`src/rtl/fetch_stage.sv`:
```
// fetch_stage: instruction-fetch stage of the five-stage MIPS core.
// Holds the PC, drives the instruction-memory word address and owns the
// IF/ID pipeline register feeding the decoder.
//
// Configuration macro: DELAY_SLOT_EN
//   defined   - the delay-slot instruction after a redirect executes
//   undefined - the delay-slot instruction is annulled (instr_d <= 0)
//
// Ports:
//   clk          in   rising-edge clock
//   reset        in   synchronous, active-high
//   stall        in   freeze PC and IF/ID this cycle
//   redirect     in   control-flow change taken this cycle
//   redirect_pc  in   redirect target, bits [1:0] ignored
//   imem_addr    out  word index into instruction memory
//   imem_rdata   in   instruction word at imem_addr (combinational read)
//   pc_f         out  current fetch PC
//   instr_d      out  IF/ID instruction
//   pc_d         out  PC of instr_d
//   pc8_d        out  pc_d + 8, jal link value
module fetch_stage #(
    parameter logic [31:0] PC_RESET = 32'h0000_3000,
    parameter int unsigned ADDR_W   = 10
) (
    input  logic              clk,
    input  logic              reset,
    input  logic              stall,
    input  logic              redirect,
    input  logic [31:0]       redirect_pc,
    output logic [ADDR_W-1:0] imem_addr,
    input  logic [31:0]       imem_rdata,
    output logic [31:0]       pc_f,
    output logic [31:0]       instr_d,
    output logic [31:0]       pc_d,
    output logic [31:0]       pc8_d
);

    localparam int unsigned XLEN = 32;

    logic [XLEN-1:0] pc_f_q,    pc_f_d;
    logic [XLEN-1:0] instr_d_q, instr_d_d;
    logic [XLEN-1:0] pc_d_q,    pc_d_d;
    logic [XLEN-1:0] pc8_d_q,   pc8_d_d;

    logic [XLEN-1:0] pc_plus4;
    logic [XLEN-1:0] pc_plus8;
    logic [XLEN-1:0] pc_off;
    logic [XLEN-1:0] redirect_aligned;

    // Modulo-2^32 sequential and link addresses.
    assign pc_plus4         = pc_f_q + XLEN'(4);
    assign pc_plus8         = pc_f_q + XLEN'(8);
    assign redirect_aligned = redirect_pc & ~XLEN'(3);

    // Word offset from the memory base; out-of-window PCs wrap naturally.
    assign pc_off    = pc_f_q - PC_RESET;
    assign imem_addr = ADDR_W'(pc_off >> 2);

    // Next-state selection: stall > redirect > sequential (reset in the register).
    always_comb begin
        pc_f_d    = pc_f_q;
        instr_d_d = instr_d_q;
        pc_d_d    = pc_d_q;
        pc8_d_d   = pc8_d_q;
        if (!stall) begin
            pc_d_d    = pc_f_q;
            pc8_d_d   = pc_plus8;
            instr_d_d = imem_rdata;
            if (redirect) begin
                pc_f_d = redirect_aligned;
`ifndef DELAY_SLOT_EN
                // Annul the delay slot: a zero word decodes as a NOP.
                instr_d_d = '0;
`endif
            end else begin
                pc_f_d = pc_plus4;
            end
        end
    end

    // PC and IF/ID registers.
    always_ff @(posedge clk) begin
        if (reset) begin
            pc_f_q    <= PC_RESET;
            instr_d_q <= '0;
            pc_d_q    <= '0;
            pc8_d_q   <= '0;
        end else begin
            pc_f_q    <= pc_f_d;
            instr_d_q <= instr_d_d;
            pc_d_q    <= pc_d_d;
            pc8_d_q   <= pc8_d_d;
        end
    end

    assign pc_f    = pc_f_q;
    assign instr_d = instr_d_q;
    assign pc_d    = pc_d_q;
    assign pc8_d   = pc8_d_q;

endmodule

```
`config.mk`:
```
export PLATFORM = sky130hd
export DESIGN_NAME = fetch_stage
export DESIGN_NICKNAME = d
export VERILOG_FILES = /design/src/rtl/fetch_stage.sv
export SDC_FILE = /design/constraint.sdc
export NUM_CORES = 1
export LEC_CHECK = 0
export CAP_MARGIN = 20
export CORE_AREA = 2 2 89 156
export CTS_CLUSTER_DIAMETER = 80
export DETAILED_ROUTE_END_ITERATION = 6
export DIE_AREA = 0 0 91 158
export PLACE_DENSITY = 0.79
export REMOVE_ABC_BUFFERS = 1
export SLEW_MARGIN = 30
export SYNTH_ARGS = -nofsm -noshare
export SYNTH_HDL_FRONTEND = slang
export SYNTH_SLANG_ARGS = --single-unit
```
`constraint.sdc`:
```
create_clock -name clk -period 2.4 [get_ports clk]
set_input_delay 0.48 -clock clk [delete_from_list [all_inputs] [get_ports clk]]
set_output_delay 0.48 -clock clk [all_outputs]
set_load 0.05 [all_outputs]
```
* Word-level counts from Yosys, hierarchy flattened *
Index checks and enable logic that the tools add are counted.

storage, ports and cells
  flip-flop bits (word level) = 128
  input bits = 68
  logic and storage cells = 9

cells by class
  $add $sub $neg = 3
  multiplexer cells = 2

operator list
  kind                     count
  $mux W32                 2
  $add A32 B3 Y32 const B  1
  $add A32 B4 Y32 const B  1
  $sub A12 B1 Y12 const B  1

* Depth between registers and ports, before layout *
  word-level depth = 2
  gate-level depth with buffers = 8

* Least setup slack after synthesis *
OpenSTA, ideal clock, no wires.

  kind = flip-flop to flip-flop
  start = register pc_f_q[4] (netlist: pc_f[4])
  end = register pc_f_q[31] (netlist: pc_f[31])
  cell stages (with the launch flop) = 8
  slack = -0.076 ns
  arrival time = 2.344 ns
  data required time = 2.267 ns
  clock period less this slack = 2.476 ns
  path through = dfxtp_1 > ha_1 > clkdlybuf4s15_1 > nand4_1 > or4_1 > nor3_1 > nand3b_1 > a31oi_1

on the way
  cells in the longest elaborated chain, start to end = 2

RTL lines
  item                      RTL line  source
  start: declaration        40        logic [XLEN-1:0] pc_f_q, pc_f_d;
  start signal: assignment  89        pc_f_q <= pc_f_d;
  $add A32 B3 Y32           51        assign pc_plus4 = pc_f_q + XLEN'(4);
  $mux W32                  69        if (redirect) begin

Every way passes these cells.
A chain may end at the register's enable or synchronous reset.

* Worst setup path after layout *
  start = register pc_f_q[14] (netlist: pc_f[14])
  end = output port pc_f[14]

RTL lines
  item              RTL line  source
  end: declaration  32        output logic [31:0] pc_f,

No word-level cell between the ends.

==> summary.txt <==
Layout
  • Layout fillers: 1165
  • Multi-input gate area: 2870 sq um
  • Reg area: 2420 sq um
  • Non-filler cells, final: 1043
  • Diode count: 0
  • Share of cells above drive strength 1: 0.102
  • Final #Nets: 926
  • Area Overhead vs Synth: 46.0%

Yosys
  • Yosys warning total: 0
  • Seq cells post-synth: 121
  • Avg Inst Size Synth: 8.50 sq um
  • Async S/R FF share, synth: 0
  • Synth top cells by count: 121 x dfxtp_1, 117 x nor2_1, 38 x a22oi_1, 38 x nand2_1, 37 x a21oi_1
  • Sequential share of the synthesized area: 0.417
  • Yosys cell types: 65
  • Synth area leader: dfxtp_1
  • Synth Instances: 683
  • Post-synth top area share: 0.417
  • Post-synth EDFFs: 0
  • Synthesized cell area: 5810 sq um
  • Synth top area cells: dfxtp_1 42%, nor2_1 7.6%, mux2i_1 6.0%
  • Most frequent cell after synthesis: dfxtp_1
  • Top FF cell, synth: dfxtp_1

Worst setup path
  • Crit path cell chain: clkdlybuf4s50_1
  • Worst setup path category: reg2out
  • Critical path peak fanout: 8
  • Startpoint types: register
  • Max incr delay on CP: 0.88 ns
  • Crit. End Element: output port
  • Worst reg2reg setup slack: 0.23 ns
  • Worst Path Required: 1.92 ns
  • WP data arrival: 1.87 ns
  • Reg-to-reg startpoint: pc_f[3]
  • Crit path max-delay family: buffers and inverters
  • Critical R2R Capture: pc_f[22]
  • CP Buf/Inv Count: 1
  • Worst R2R Path Depth: 7
  • CP max stage cell: clkdlybuf4s50_1

Place
  • I/O Buffers: 197
  • Final GP Congestion: 0.907
  • Placed cells: 1011
  • DPL Wire Length: 12.3 mm

Outcome
  • Run status: finished clean

Floorplan
  • Ports: 206
  • Core ar.: 13200 sq um
  • Die width: 91 um
  • Starting Density: 0.441
  • Die area: 14400 sq um
  • Row Count: 56
  • Die H: 158 um

Clocking
  • CTS tree: built
  • CTS Buf Count: 17
  • CTS Sinks: 121
  • Clk_lat worst skew: 0.41 ns
  • Clock buffer depth: 2
  • H-tree depth: 4
  • CTS clk-pin slew, worst paths: 0.06 ns
  • Total setup buffers inserted after CTS: 0
  • CTS Root Cell: clkbuf_16

Timing
  • Final Critical Period: 2.35 ns
  • Slew headroom: 0.610
  • Worst-Margin Slew: 0.584 ns
  • Hold Fails Final Rpt: 0
  • Worst Skew: 0.00938 ns
  • Tcrit/Tclk final: 0.978
  • RSZ-0062 raised after global routing: no
  • Setup violators final: 0
  • F_max: 0.426 GHz
  • Final Max Tran Viols: 0
  • WHS: 0.428 ns

Detailed routing
  • Vias: 5704
  • M1 WL: 6.40 mm
  • Met3 Wirelength: 1.33 mm
  • Detailed Routing Iterations Pass 1: 5
  • Drc violations: 0
  • Final wirelength: 17.5 mm
  • Initial DRC Count: 452
  • Met2 routed wirelength: 8.93 mm
  • Routed WL per cell: 16.8 um
  • Avg Vias per Cell: 5.47
  • Max Used Layer: met4
  • Final ANT Viol Nets: 0

Flow run
  • Max-cap violations: 0

Global route
  • Initial antenna violation count: 0
  • GRT overflow: 0
  • First-pass GRT wire length: 27.3 mm
  • Largest net degree at the start of global routing: 72
  • Vias in the first global route: 5373
  • Gr usage total: 0.238

Hold path
  • Min-Delay Startpoint: reset
  • Worst hold stages: 2
  • Hold endpoint: pc_d[16]
  • Hold Crit Class: in2reg

Power
  • Pleak: 3.24 nW
  • Peak VDD IR: 0.565 mV
  • Power per cell area: 709 nW/um^2
[worst max-delay path by stage]
| stage | startpoint | to | slack [ns] | depth (start not counted) |
|---|---|---|---|---|
| global placement | pc_f[3] | pc_f[22] | 0.29 | 7 |
| finish | pc_f[14] | pc_f[14] | 0.05 | 1 |
| floorplan | pc_f[7] | pc_f[29] | -0.51 | 5 |
| detailed placement | pc_f[3] | pc_f[22] | 0.26 | 7 |
| global route | pc_f[6] | pc_f[6] | 0.002 | 2 |
| CTS | pc_f[22] | pc_f[22] | 0.002 | 2 |
[cells by family (layout without fill, tap and decap cells)]
family	after synthesis	after routing	synth area share
buf+inv	94	275	0.0920
mux	35	35	0.0603
other cells	1	6	0.000646
fa+ha+maj	2	2	0.00431
compound gates	149	149	0.174
flops	121	121	0.417
simple gates	256	256	0.214
xor+xnor	25	25	0.0377
[cell usage in the layout, fill, tap and decap left out, types with 3 or more instances in the layout]
master | netlist | layout
clkdlybuf4s50_1 | 0 | 185
dfxtp_1 | 121 | 121
nor2_1 | 117 | 116
buf_4 | 21 | 42
a22oi_1 | 38 | 38
nand2_1 | 38 | 38
a21oi_1 | 37 | 37
mux2i_1 | 35 | 35
nor3_1 | 25 | 25
a211oi_1 | 21 | 21
nand4_1 | 17 | 17
xnor2_1 | 17 | 17
nand3_1 | 17 | 17
clkbuf_16 | 0 | 17
o21ai_0 | 16 | 16
and4_1 | 8 | 8
xor2_1 | 8 | 8
dlymetal6s2s_1 | 0 | 7
conb_1 | 1 | 6
inv_1 | 5 | 5
o21a_1 | 5 | 5
o22ai_1 | 5 | 5
nor4_1 | 4 | 4
a31oi_1 | 4 | 4
clkinv_4 | 0 | 4
bufinv_16 | 0 | 4
nor2b_1 | 3 | 3
or2_2 | 3 | 3
or4_1 | 3 | 3
buf_12 | 0 | 3
[power breakdown]
part	switching [mW]	leakage, nW	internal [mW]	total [mW]
Sequential	0.0899	0.990	2.10	2.19
Combinational	0.688	1.95	0.422	1.11
Clock	0.965	0.301	1.74	2.71
[layer usage]
metal / vias up / global-route usage
li1: 2758 / -
met1: 2601 / 0.260
met2: 279 / 0.414
met3: 66 / 0.0600
met4: 0 / 0.144
met5: - / 0
[flip-flops by register name, indices dropped and copies added, names as in the netlist]
name,flops
pc_f,30
pc8_d,29
pc_d,30
instr_d,32
[cell type report]
type | instances | area share
sequential | 121 | 0.286
multi-input combinational | 473 | 0.339
clock inverter | 14 | 0.0233
clock buffer | 18 | 0.0506
tap | 174 | 0.0257
timing repair buffer | 237 | 0.273
inverter | 6 | 0.00266
[repair_timing]
action	4_1_cts	5_1_grt
resized for setup	0	7
setup endpoints to repair	0	7
hold buffers	0	0
[through the flow]
step                 util  total power, mW  instance area (sq um)  setup TNS, ns  worst slack, ns
detailed placement  0.595             3.34                   7830              0            0.261
floorplan               -             2.83                   5310          -6.59           -0.506
CTS                 0.642             6.06                   8460              0          0.00225
global placement    0.595             3.33                   7830              0            0.291
global route        0.643             6.23                   8480              0          0.00220
finish              0.643             6.01                   8480              0           0.0524
(Power assumes the default switching activity.)
==> edit 1: new RTL, config.mk and constraints unchanged <==
Make the reset (`reset`) asynchronous in one clocked block.
--- a/src/rtl/fetch_stage.sv
+++ b/src/rtl/fetch_stage.sv
@@ -79,7 +79,7 @@
     end
 
     // PC and IF/ID registers.
-    always_ff @(posedge clk) begin
+    always_ff @(posedge clk or posedge reset) begin
         if (reset) begin
             pc_f_q    <= PC_RESET;
             instr_d_q <= '0;
Behaviour: differs if reset is asserted again (counterexample within 4 cycles, from zero or initial values and one cycle with reset high); with reset held inactive, the same outputs for 10 cycles.
==> edit 1 against the unedited design <==
Register-to-register slack got worse by 0.04 ns. Cell count down 9.5%. Cell area up 1.4%. Clock skew is 0.00059 ns lower. First-iteration DRC count is 33% lower. Non-clock buffer count decreased by 14. Setup slack worse by 0.032 ns. Synthesized area grew 2.1%. Sequential cell count is the same. Wire length is 0.96% higher. Die area did not move. Highest routed layer unchanged.
Power is not compared: it rests on default switching activity, and its combinational part moved more than twofold at a synthesized area within 25%.
==> edit 1: results <==
{
  "outcome": "complete, no violations",
  "final_nets": 827,
  "synthTopCellsByArea": "dfrtp_1 (50%), mux2_2 (5.5%), nand2_1 (4.9%)",
  "startpoint": "pc_f[20]",
  "ys_seq_area_share_pct": 51.1,
  "clockRootBuffer": "clkbuf_16",
  "grt_pass1_vias": 5436,
  "rr_startpoint": "pc_f[8]",
  "routedWlPerCell_um": 18.8,
  "timing.slew.headroom_pct": 51.4,
  "register_area_um2": 3030,
  "power_switching_w": 0.00301,
  "clk_pin_slew_ns": 0.05,
  "synth_cell_types": 58,
  "peakVddDrop_v": 0.000677,
  "grt_pass1_wl_um": 27800,
  "placed_area_um2": 8010,
  "synth_compound_area_share_pct": 15.4,
  "regToRegSetupSlack_ns": 0.19,
  "r2r_cells": 4,
  "crit_end": "pc_f[20]",
  "synth-xor-area-share_pct": 3.99,
  "synth_ff_type": "dfrtp_1",
  "critical-path-top-delay-family": "buffers and inverters",
  "arrival_ns": 1.90,
  "drtIter0Drc": 302,
  "drive_above_1_share_pct": 14.3,
  "antenna_found_initial": 0,
  "critPathMaxStageDelay_ns": 0.91,
  "synthTopCellsByCount": "dfrtp_1 (119), nand2_1 (77), o21ai_0 (42)",
  "muxShareOfSynthArea_pct": 6.01,
  "grt_usage_pct": 24.5,
  "dp_hpwl_um": 12800,
  "largest_reg_flops": 32,
  "synth_adder_area_share_pct": 0.422,
  "fill_cells": 1056,
  "grt_max_degree": 68,
  "place_congestion": 0.912,
  "r2r-end": "pc_f[14]",
  "hold_path_class": "input pin to asynchronous set/reset pin",
  "antennaDiodeCount": 0,
  "h-tree-depth": 4,
  "skew_ns": 0.00879,
  "avgViaCountPerCell": 5.63,
  "synthArstFlopShare_pct": 100
}
[edit 1: layout make-up]
type | instances | area share (%)
timing repair buffer | 223 | 25.5
inverter | 10 | 0.466
multi-input combinational | 384 | 29.5
sequential | 121 | 35.3
tap | 174 | 2.53
clock buffer | 17 | 4.95
clock inverter | 15 | 1.76
[edit 1: per-layer routing]
metal	global-route usage [%]	vias to the layer above	wire, um
met3	7.00	63	1350
met2	43.1	265	9280
met5	0	-	0
met4	12.3	0	671
li1	-	2398	-
met1	26.8	2590	6400
[edit 1: through the flow]
step,setup slack [ns],setup TNS (ns),power [W],std cells,hold WS (ns)
after floorplan,-1.29,-155.77,0.00424,515,0.529
after global placement,0.348,0,0.00529,912,0.467
after detailed placement,0.244,0,0.00535,912,0.472
after CTS,0.0137,0,0.00785,944,0.484
after global routing,0.0127,0,0.00808,944,0.502
final,0.0207,0,0.00780,944,0.468
[edit 1: repair_timing]
action	4_1_cts	5_1_grt
resized for setup	2	1
setup endpoints to repair	2	1
hold endpoints to repair	0	0
==> edit 2: new RTL, same flow settings <==
Made on the original files. The parameter `ADDR_W` goes from 10 to 9.
--- a/src/rtl/fetch_stage.sv
+++ b/src/rtl/fetch_stage.sv
@@ -20,7 +20,7 @@
 //   pc8_d        out  pc_d + 8, jal link value
 module fetch_stage #(
     parameter logic [31:0] PC_RESET = 32'h0000_3000,
-    parameter int unsigned ADDR_W   = 10
+    parameter int unsigned ADDR_W   = 9
 ) (
     input  logic              clk,
     input  logic              reset,
Ports: changed (resized imem_addr); port bits go from 206 to 205. The function was not compared with the original's and may differ.
==> edit 2 against the unedited design <==
Sequential power barely moved. Synthesized cell count down 0.15%. Wire length grew 0.80%. Global-route usage decreased by 0.33 points. Count of clock-buffer cells in the layout unchanged. Critical endpoint is now imem_addr[4]. Power rose by 0.56%. Synthesized area decreased by 0.13%. Largest power group unchanged. Cell area about the same. Setup slack gained 0.0046 ns. Clock skew decreased by 0.00077 ns. Sequential cell count is the same. Hold slack better by 0.032 ns. Clock power grew 1%.
==> edit 2: results <==
{
  "portBuffers": 196,
  "final_nets": 928,
  "skew_ns": 0.00861,
  "worst_pin_slew_ns": 0.595,
  "use_met2_pct": 43.0,
  "grt_max_degree": 124,
  "peakVddDrop_v": 0.000502,
  "use_met1_pct": 25.1,
  "crit_end": "imem_addr[4]",
  "grt_pass1_wl_um": 27200,
  "grt_usage_pct": 23.5,
  "drive_above_1_share_pct": 10.7,
  "wl_met3_um": 1040,
  "synthTopCellsByArea": "dfxtp_1 (42%), nor2_1 (7.6%), mux2i_1 (6.0%)",
  "post-route-period-util_pct": 97.6,
  "r2r_cells": 6,
  "dp_hpwl_um": 12400,
  "startpoint": "pc_f[6]",
  "place_congestion": 0.879,
  "grt_pass1_vias": 5488,
  "regToRegSetupSlack_ns": 0.26,
  "whs_endpoint": "pc8_d[19]",
  "worstHoldStart": "pc8_d[19]",
  "synth_edf_count": 0,
  "p_leak_nw": 3.19,
  "post_cts_resized": 2,
  "ys_seq_area_share_pct": 41.8,
  "critPathMaxStageDelay_ns": 0.80,
  "drtIter0Drc": 382,
  "wl_met2_um": 9210,
  "hold_path_class": "flop to flop",
  "r2r-end": "pc_f[24]",
  "detailroute.via_count": 5833,
  "place_ws_ns": 0.282,
  "synthTopCellsByCount": "dfxtp_1 (121), nor2_1 (117), a22oi_1 (38), nand2_1 (38), a21oi_1 (37)",
  "outcome": "complete, no violations",
  "routedLengthMet1_um": 6630,
  "met3_usage_pct": 5.47
}
-- edit 2: changes by cell type in the layout (fill, tap and decap cells not counted), sizes merged --
cell and delta:
buf +3, clkdlybuf4s50 +1, clkinv -2, clkinvlp +2
dlygate4sd2 +2, dlymetal6s2s -4
-- edit 2: stage by stage --
stage	utilization (%)	instances	hold slack, ns	instance area (um^2)	total power (W)
floorplan	-	600	0.545	5310	0.00283
global placement	59.5	1013	0.449	7830	0.00333
detailed placement	59.5	1013	0.455	7830	0.00334
CTS	64.2	1045	0.462	8460	0.00608
global route	64.3	1045	0.477	8470	0.00623
finish	64.3	1045	0.460	8470	0.00605
-- edit 2: cells by family (layout without fill, tap and decap cells) --
kind of cell,count (synthesis),in the layout,share of synthesized area (%)
AOI/OAI and AO/OA,149,149,17.4
xor gates and xnor gates,25,25,3.78
adders and majority gates,2,2,0.431
buffers and inverters,93,277,9.08
DFF,121,121,41.8
muxes,35,35,6.04
other,1,6,0.0647
and+or+nand+nor,256,256,21.4
-- edit 2: cell type report --
| class | instances | area [um^2] |
|---|---|---|
| Multi-Input combinational cell | 473 | 2870 |
| Clock inverter | 14 | 195 |
| Inverter | 6 | 22.5 |
| Tap cell | 174 | 218 |
| Fill cell | 1157 | 4700 |
| Clock buffer | 18 | 439 |
| Timing Repair Buffer | 239 | 2300 |
| Sequential cell | 121 | 2420 |
-- edit 2: report_power, final --
part | switching, W | leakage [nW] | internal [W]
combinational | 0.000687 | 1.90 | 0.000419
clock | 0.000980 | 0.299 | 0.00177
sequential | 0.0000877 | 0.990 | 0.00210
total | 0.00176 | 3.19 | 0.00429
-- edit 2: worst register-to-register path, cell delays in order (launching register included) --
cell and delay [ns]:
dfxtp_1 0.43, ha_1 0.26, and4_1 0.37, nand4_2 0.19, or3_1 0.36, or4_1 0.40
nand3_1 0.09
